**src/rtl/uart_tx_arbiter.sv**
```systemverilog
// uart_tx_arbiter: shares one ble_uart_tx serializer between NUM_REQ byte-stream
// requesters with packet-granular round-robin arbitration.
// Optional build macro UART_TX_ARB_TAG_EN: every packet goes out prefixed by a
// single tag byte (TAG_BASE | grant id) before its payload.
//
// Handshake: a requester byte transfers on a rising clk_in edge where
// req_valid_in[i] and req_ready_out[i] are both high; a requester must hold
// data/last stable while valid is high and not yet accepted, and ready never
// depends on valid (only on state, grant and tx_busy_in).
module uart_tx_arbiter #(
  parameter int         NUM_REQ  = 4,
  parameter int         ID_W     = $clog2(NUM_REQ),
  parameter logic [7:0] TAG_BASE = 8'hA0
) (
  input  logic                 clk_in,
  input  logic                 rst_in,
  input  logic [NUM_REQ-1:0]   req_valid_in,
  input  logic [8*NUM_REQ-1:0] req_data_in,
  input  logic [NUM_REQ-1:0]   req_last_in,
  output logic [NUM_REQ-1:0]   req_ready_out,
  output logic                 tx_enable_out,
  output logic [7:0]           tx_data_out,
  input  logic                 tx_busy_in,
  input  logic                 tx_done_in,
  output logic                 grant_valid_out,
  output logic [ID_W-1:0]      grant_id_out,
  output logic                 pkt_done_out,
  output logic [2:0]           dbg_state_out
);

  typedef enum logic [2:0] {
    S_IDLE     = 3'd0,
    S_ARB      = 3'd1,
    S_LOAD     = 3'd2,
    S_WAIT     = 3'd3
`ifdef UART_TX_ARB_TAG_EN
    ,
    S_TAG      = 3'd4,
    S_TAG_WAIT = 3'd5
`endif
  } state_t;

  state_t          state_q, state_d;
  logic [ID_W-1:0] rr_ptr_q;
  logic            last_q;
  logic            pick_found;
  logic [ID_W-1:0] pick_id;
  logic            accept;
  logic            tx_done_seen;

  // base + k wrapped modulo NUM_REQ (k < NUM_REQ, base < NUM_REQ)
  function automatic logic [ID_W-1:0] wrap_idx(input logic [ID_W-1:0] base, input int k);
    int s;
    s = int'(base) + k;
    if (s >= NUM_REQ) s = s - NUM_REQ;
    return ID_W'(s);
  endfunction

`ifndef UART_TX_ARB_TAG_EN
  // Tag base only matters when tag bytes are generated.
  logic unused_tag_base;
  assign unused_tag_base = ^TAG_BASE;
`endif

  assign dbg_state_out = state_q;
  // The done pulse can never belong to the byte being launched this cycle.
  assign tx_done_seen  = tx_done_in && !tx_enable_out;
  assign accept        = req_valid_in[grant_id_out] && req_ready_out[grant_id_out];

  // Round-robin pick: first valid requester at or after the pointer.
  always_comb begin
    pick_found = 1'b0;
    pick_id    = '0;
    for (int k = 0; k < NUM_REQ; k++) begin
      if (!pick_found && req_valid_in[wrap_idx(rr_ptr_q, k)]) begin
        pick_found = 1'b1;
        pick_id    = wrap_idx(rr_ptr_q, k);
      end
    end
  end

  // Only the owner sees ready, and only while the serializer is free in LOAD.
  always_comb begin
    req_ready_out = '0;
    if (state_q == S_LOAD && !tx_busy_in) req_ready_out[grant_id_out] = 1'b1;
  end

  // State register.
  always_ff @(posedge clk_in) begin
    if (rst_in) state_q <= S_IDLE;
    else        state_q <= state_d;
  end

  // Next-state logic.
  always_comb begin
    state_d = state_q;
    case (state_q)
      S_IDLE: if (|req_valid_in) state_d = S_ARB;
      S_ARB: begin
        if (!pick_found) state_d = S_IDLE;
`ifdef UART_TX_ARB_TAG_EN
        else             state_d = S_TAG;
`else
        else             state_d = S_LOAD;
`endif
      end
      S_LOAD: if (accept) state_d = S_WAIT;
      S_WAIT: if (tx_done_seen) state_d = last_q ? S_IDLE : S_LOAD;
`ifdef UART_TX_ARB_TAG_EN
      S_TAG:      if (!tx_busy_in) state_d = S_TAG_WAIT;
      S_TAG_WAIT: if (tx_done_seen) state_d = S_LOAD;
`endif
      default: state_d = S_IDLE;
    endcase
  end

  // Grant, pointer, byte register and one-cycle pulses.
  always_ff @(posedge clk_in) begin
    if (rst_in) begin
      rr_ptr_q        <= '0;
      grant_id_out    <= '0;
      grant_valid_out <= 1'b0;
      tx_data_out     <= 8'h00;
      tx_enable_out   <= 1'b0;
      last_q          <= 1'b0;
      pkt_done_out    <= 1'b0;
    end else begin
      tx_enable_out <= 1'b0;
      pkt_done_out  <= 1'b0;
      case (state_q)
        S_ARB: begin
          if (pick_found) begin
            grant_id_out    <= pick_id;
            grant_valid_out <= 1'b1;
          end
        end
        S_LOAD: begin
          if (accept) begin
            tx_data_out   <= req_data_in[8*int'(grant_id_out) +: 8];
            tx_enable_out <= 1'b1;
            last_q        <= req_last_in[grant_id_out];
          end
        end
        S_WAIT: begin
          if (tx_done_seen && last_q) begin
            pkt_done_out    <= 1'b1;
            grant_valid_out <= 1'b0;
            rr_ptr_q        <= wrap_idx(grant_id_out, 1);
          end
        end
`ifdef UART_TX_ARB_TAG_EN
        S_TAG: begin
          if (!tx_busy_in) begin
            tx_data_out   <= TAG_BASE | 8'(grant_id_out);
            tx_enable_out <= 1'b1;
          end
        end
`endif
        default: ;
      endcase
    end
  end

endmodule

```
**config.mk**
```make
export PLATFORM = sky130hd
export DESIGN_NAME = uart_tx_arbiter
export DESIGN_NICKNAME = d
export VERILOG_FILES = /design/src/rtl/uart_tx_arbiter.sv
export SDC_FILE = /design/constraint.sdc
export NUM_CORES = 1
export LEC_CHECK = 0
export ABC_AREA = 1
export ABC_CLOCK_PERIOD_IN_PS = 1700
export BUFFER_PORTS_ARGS = -buffer_cell sky130_fd_sc_hd__buf_2
export CAP_MARGIN = 20
export CORE_MARGIN = 2
export CORE_UTILIZATION = 38
export DETAILED_ROUTE_END_ITERATION = 10
export PLACE_DENSITY = 0.71
export SLEW_MARGIN = 10
export SYNTH_ARGS = -nofsm -noshare
export SYNTH_HDL_FRONTEND = slang
export SYNTH_SLANG_ARGS = --single-unit
export TNS_END_PERCENT = 20
```
**constraint.sdc**
```tcl
create_clock -name clk_in -period 1.7 [get_ports clk_in]
set_input_delay 0.34 -clock clk_in [delete_from_list [all_inputs] [get_ports clk_in]]
set_output_delay 0.34 -clock clk_in [all_outputs]
set_load 0.02 [all_outputs]
```
== Yosys cells after proc, flatten, opt, wreduce, memory -nomap -nowiden ==
Cells that the tools add are included.
Word-level totals
  bits in registers: 19
  input port bits: 44
  output and inout port bits: 20
  logic and storage cells: 103
Operators by class
  add/subtract/negate cells: 9
  $lt $le $gt $ge: 11
  eq/ne operators: 8
  shift-type cells: 1
  mux-type cells: 41
  bitwise gates (word level): 2
  reduce and logical (&&, ||, !) cells: 23
Operators by type and width (number)
  $shiftx 32x6->8: 1
  $mux 2: 11
  $mux 1: 16
  $lt 2x3->1 const B: 5
  $bmux 1 s2: 7
  $ge 3x3->1 const B: 4
  $pmux 3 s4: 1
  $ne 2x2->1 const B: 5
  $sub 2x1->2 const B: 5
  $mux 3: 3
  $logic_and 1x1->1: 8
  $add 2x1->3 const B: 2
  $add 2x2->3 const B: 2
  $eq 3x2->1 const B: 2
  $reduce_and 2->1: 3
  $reduce_and 3->1: 2
  $logic_not 1->1: 5
  $mux 4: 1
  $reduce_or 2->1: 2
  $reduce_or 4->1: 1
  $eq 3x1->1 const B: 1
  $ge 2x3->1 const B: 1
  $logic_not 3->1: 1
  $demux 1 s2: 1
  4 further kinds: 5

== Logic depth before layout (Yosys ltp) ==
  word-level depth: 16
  depth in mapped cells: 11
  mapped depth without buffers: 11

== Worst setup path after synthesis ==
OpenSTA, ideal clock, no wires.
  kind: register to register
  from: register grant_id_out[0]
  to: register last_q
  library setup time: 0.116 ns
  arrival time: 1.630 ns
  required time: 1.584 ns
  slack: -0.046 ns
  cell stages (with the launch flop): 10
  path buffers: 1
  period minus slack after synthesis: 1.746 ns
  cells stage by stage: dfxtp_1 > inv_1 > clkbuf_1 > ha_1 > nand3_1 > nand3_1 > nand2_1 > clkinv_1 > nor2_1 > nor2_1
Between the ends
  cells in the longest elaborated chain, start to end: 9
  elaborated cells between the ends (all ways): 14
  those cells by class: 2 x order compare; 9 x mux; 3 x reduce/logical
Ends and longest elaborated chain
  start: declaration: RTL line 26  | output logic [ID_W-1:0] grant_id_out,
  start signal: assignment: RTL line 133  | grant_id_out <= pick_id;
  $lt 2x3->1 (implied by the code) or $ge 2x1->1 (tied branches): RTL line 85  | if (state_q == S_LOAD && !tx_busy_in) req_ready_out[grant_id_out] = 1'b1;
  $logic_and 1x1->1 (implied by the code): RTL line 85
  $mux 1 (implied by the code): RTL line 85
  $demux 1 s2: RTL line 85
  $mux 4: RTL line 85
  $bmux 1 s2: RTL line 68  | assign accept = req_valid_in[grant_id_out] && req_ready_out[grant_id_out];
  $mux 1 (implied by the code): RTL line 68
  $logic_and 1x1->1: RTL line 68
  $reduce_and 2->1 (no line)
  end signal: assignment: RTL line 141  | last_q <= req_last_in[grant_id_out];
  end: declaration: RTL line 45  | logic last_q;
Parallel ways exist; a longest one is shown, timed or not. The select of a mux whose other input is x is not followed.
A chain may end at the register's enable or synchronous reset.

== Final worst setup path ==
  from: register grant_id_out[0]
  to: output port req_ready_out[1]
Between the ends
  cells in the longest elaborated chain, start to end: 5
  elaborated cells between the ends (all ways): 6
  those cells by class: 2 x order compare; 3 x mux; 1 x reduce/logical
Ends and longest elaborated chain
  $lt 2x3->1 (implied by the code) or $ge 2x1->1 (tied branches): RTL line 85
  $logic_and 1x1->1 (implied by the code): RTL line 85
  $mux 1 (implied by the code): RTL line 85
  $demux 1 s2 (*): RTL line 85
  $mux 4 (*): RTL line 85
  end: declaration: RTL line 20  | output logic [NUM_REQ-1:0] req_ready_out,
Mark *: on every way between the ends. The rest lies on a longest branch, timed or not.

==> metrics.cfg <==
[final_layout]
antenna_cells = 0
area_delta_synth_final_pct = 33.7
post-route-util_pct = 52.7
multiInputGateArea_um2 = 806
finalNonFillerCells = 331
nNetsFinal = 335
drive_gt1_share_pct = 33.0
register_area_um2 = 372
fillers = 368

[status]
status = finished clean

[grt]
grt_max_degree = 20
grt_pass1_vias = 1387
grt_pass1_wl_mm = 5.86
grt_overflow = 0
antenna_found_initial = 0
track_usage_pct = 18.1

[critical_path]
crit_slowest_cell = dfxtp_4
slowest_delay_ns = 0.42
critical_path.max_fanout = 11
regToRegSetupSlack_ns = 0.16
critical_path.cell_chain = buf_6 -> ha_1 -> inv_1 -> nor2_1 -> buf_2
endpoint_kind = primary output
crit_path_start_kind = flip-flop
required_ns = 1.36
cp_data_arrival_time_ns = 1.34
critPathKind = reg -> out

[detailed_routing]
drtPass1Iterations = 4
via_per_inst = 4.85
final_antenna_net_count = 0
vias = 1605
drt_wl_total_mm = 3.58
dr.first_iter.drc_count = 63
drc_errors = 0
wl_per_cell_um = 10.8

[power]
power.density_mw_per_mm2 = 773
cellLeakagePower_uw = 0.000917
max-vdd-ir-drop_uv = 430

[synthesis]
async_flop_share_pct = 0
synthFlopType = dfxtp_1
synth_seq_cells = 18
netlist_area_mm2 = 0.00132
ys_seq_area_share_pct = 27.4
yosysWarnings = 0
ys_top_cells_by_area = dfxtp_1 (27%), o21ai_0 (14%), nor2_1 (13%)
syn_area_per_cell_um2 = 5.96
synth.most_common_cell = nor2_1
synth_edf_count = 0
yosysTopAreaCellShare_pct = 27.4
synthCells = 221
synth.net_count = 269
synthDistinctLibCells = 27
ys_top_cells_by_count = nor2_1 (46), o21ai_0 (36), nand2_1 (35), inv_1 (25), dfxtp_1 (18)
yosys.area.top_type = dfxtp_1

[sta]
clock.fmax_mhz = 597
fin_crit_ns = 1.68
fin_setup_tns_ns = 0
report.final.slew_viol_count = 0
clock-skew-final_ns = 0.00286
rsz0062_at_grt = yes
setup_ws_ns = 0.0244
fin_crit_sh_pct = 98.6
hold_viol = 0
setup_violations = 0

[flow_run]
maxCapViolations = 0

[clocking]
cts.sinks = 18
cts_max_path_buffers = 2
cts_root_buffer = clkbuf_4
clkTransAtPathRegs_ns = 0.10
clkLatencyLatePin_ns = 0.29
cts_tree = done
numCtsBuffers = 3
htreeDepth = 1

[die]
dieArea_mm2 = 0.00395
num_io_pins = 64
core_area_mm2 = 0.00334
rows = 21
start_util_pct = 39.4
die_h_um = 62.9
die_width_um = 62.9

[placement]
dp_cells = 327
io_buffers = 62
pre_cts_ws_ns = 0.134
gp_congestion = 0.866
dp_hpwl_mm = 2.78

[worst_hold_path]
hp-class = in -> reg

-- layout make-up --
class                           instances  share of cell area, %
Clock buffer                            3                   1.28
Tap cell                               46                   3.27
Timing Repair Buffer                   71                   22.3
Multi-Input combinational cell        165                   45.8
Sequential cell                        18                   21.1
Inverter                               28                   6.19
-- cell usage in the layout (no fill, tap or decap) --
cell type   count
dfxtp_1        13
a21boi_0        1
nor2_4          2
buf_4          10
conb_1          1
clkbuf_4        3
a21oi_2         1
nand3b_1        1
nand2_4         1
clkinvlp_4      1
buf_6           2
a21oi_1         6
inv_2           5
o21ai_0        35
o21ai_1         3
nand2_1        34
nand3_1        14
o22ai_1         9
nand4_1         2
dfxtp_4         2
inv_1          22
nand2_2         4
ha_1            4
buf_2          59
dfxtp_2         3
nand3_2         1
nor2_1         46
-- state kept, by name (all words and copies together), names as in the netlist --
| register | cells |
|---|---|
| tx_enable_out | 1 |
| grant_id_out | 2 |
| pkt_done_out | 1 |
| dbg_state_out | 2 |
| last_q | 1 |
| grant_valid_out | 1 |
| tx_data_out | 8 |
| rr_ptr_q | 2 |
-- power by group --
part	total (µW)	leakage [µW]	switching [µW]	internal, µW
Sequential	534	0.000150	48.3	486
Combinational	612	0.000753	371	241
Clock	214	0.0000138	131	82.6
Total	1360	0.000917	550	810
-- routing by layer --
layer | wire [µm] | vias to the layer above | part of all wire (%) | global-route usage [%]
li1 | - | 839 | - | -
met1 | 1590 | 694 | 45 | 22.1
met2 | 1680 | 60 | 47 | 30.8
met3 | 223 | 12 | 6.2 | 5.05
met4 | 79 | 0 | 2.2 | 5.56
met5 | 0 | - | 0 | 0
-- worst max-delay path, delay by kind of cell (launching register included) --
kind | cells | cell delay (ns)
and+or+nand+nor | 1 | 0.09
DFF | 1 | 0.42
adders and majority gates | 1 | 0.17
buffers and inverters | 3 | 0.35
-- metrics by stage --
stage                     power, µW  hold slack, ns  area [µm²]
final                          1360           0.262        1760
after global placement         1120           0.457        1690
after detailed placement       1130           0.466        1690
after floorplan                 919           0.409        1320
after global routing           1470           0.260        1760
after CTS                      1340           0.262        1720
-- cell families after synthesis --
logic type / Yosys count / synth area share (%)
AOI/OAI and AO/OA: 55 / 22.2
adders and majority gates: 4 / 3.80
buffers and inverters: 38 / 12.0
DFF: 18 / 27.4
other: 1 / 0.285
and+or+nand+nor: 105 / 34.3
-- worst paths after layout --
check | start | endpoint | depth (start not counted)
setup / recovery | grant_id_out[0]$_SDFFE_PP0P_ | req_ready_out[1] | 5
hold / removal | rst_in | dbg_state_out[0]$_SDFFE_PP0P_ | 2
setup reg to reg | dbg_state_out[0]$_SDFFE_PP0P_ | dbg_state_out[0]$_SDFFE_PP0P_ | 11
hold reg to reg | grant_valid_out$_SDFFE_PP0P_ | grant_valid_out$_SDFFE_PP0P_ | 2
-- timing repair --
item                                    CTS  global route
hold buffers                              0             0
setup buffers                             0             1
pin swaps                                 0             1
gates cloned                              0             0
endpoints found under the setup margin    4            15
gates resized for setup                   2            16
Power figures use the tool's default switching activity.
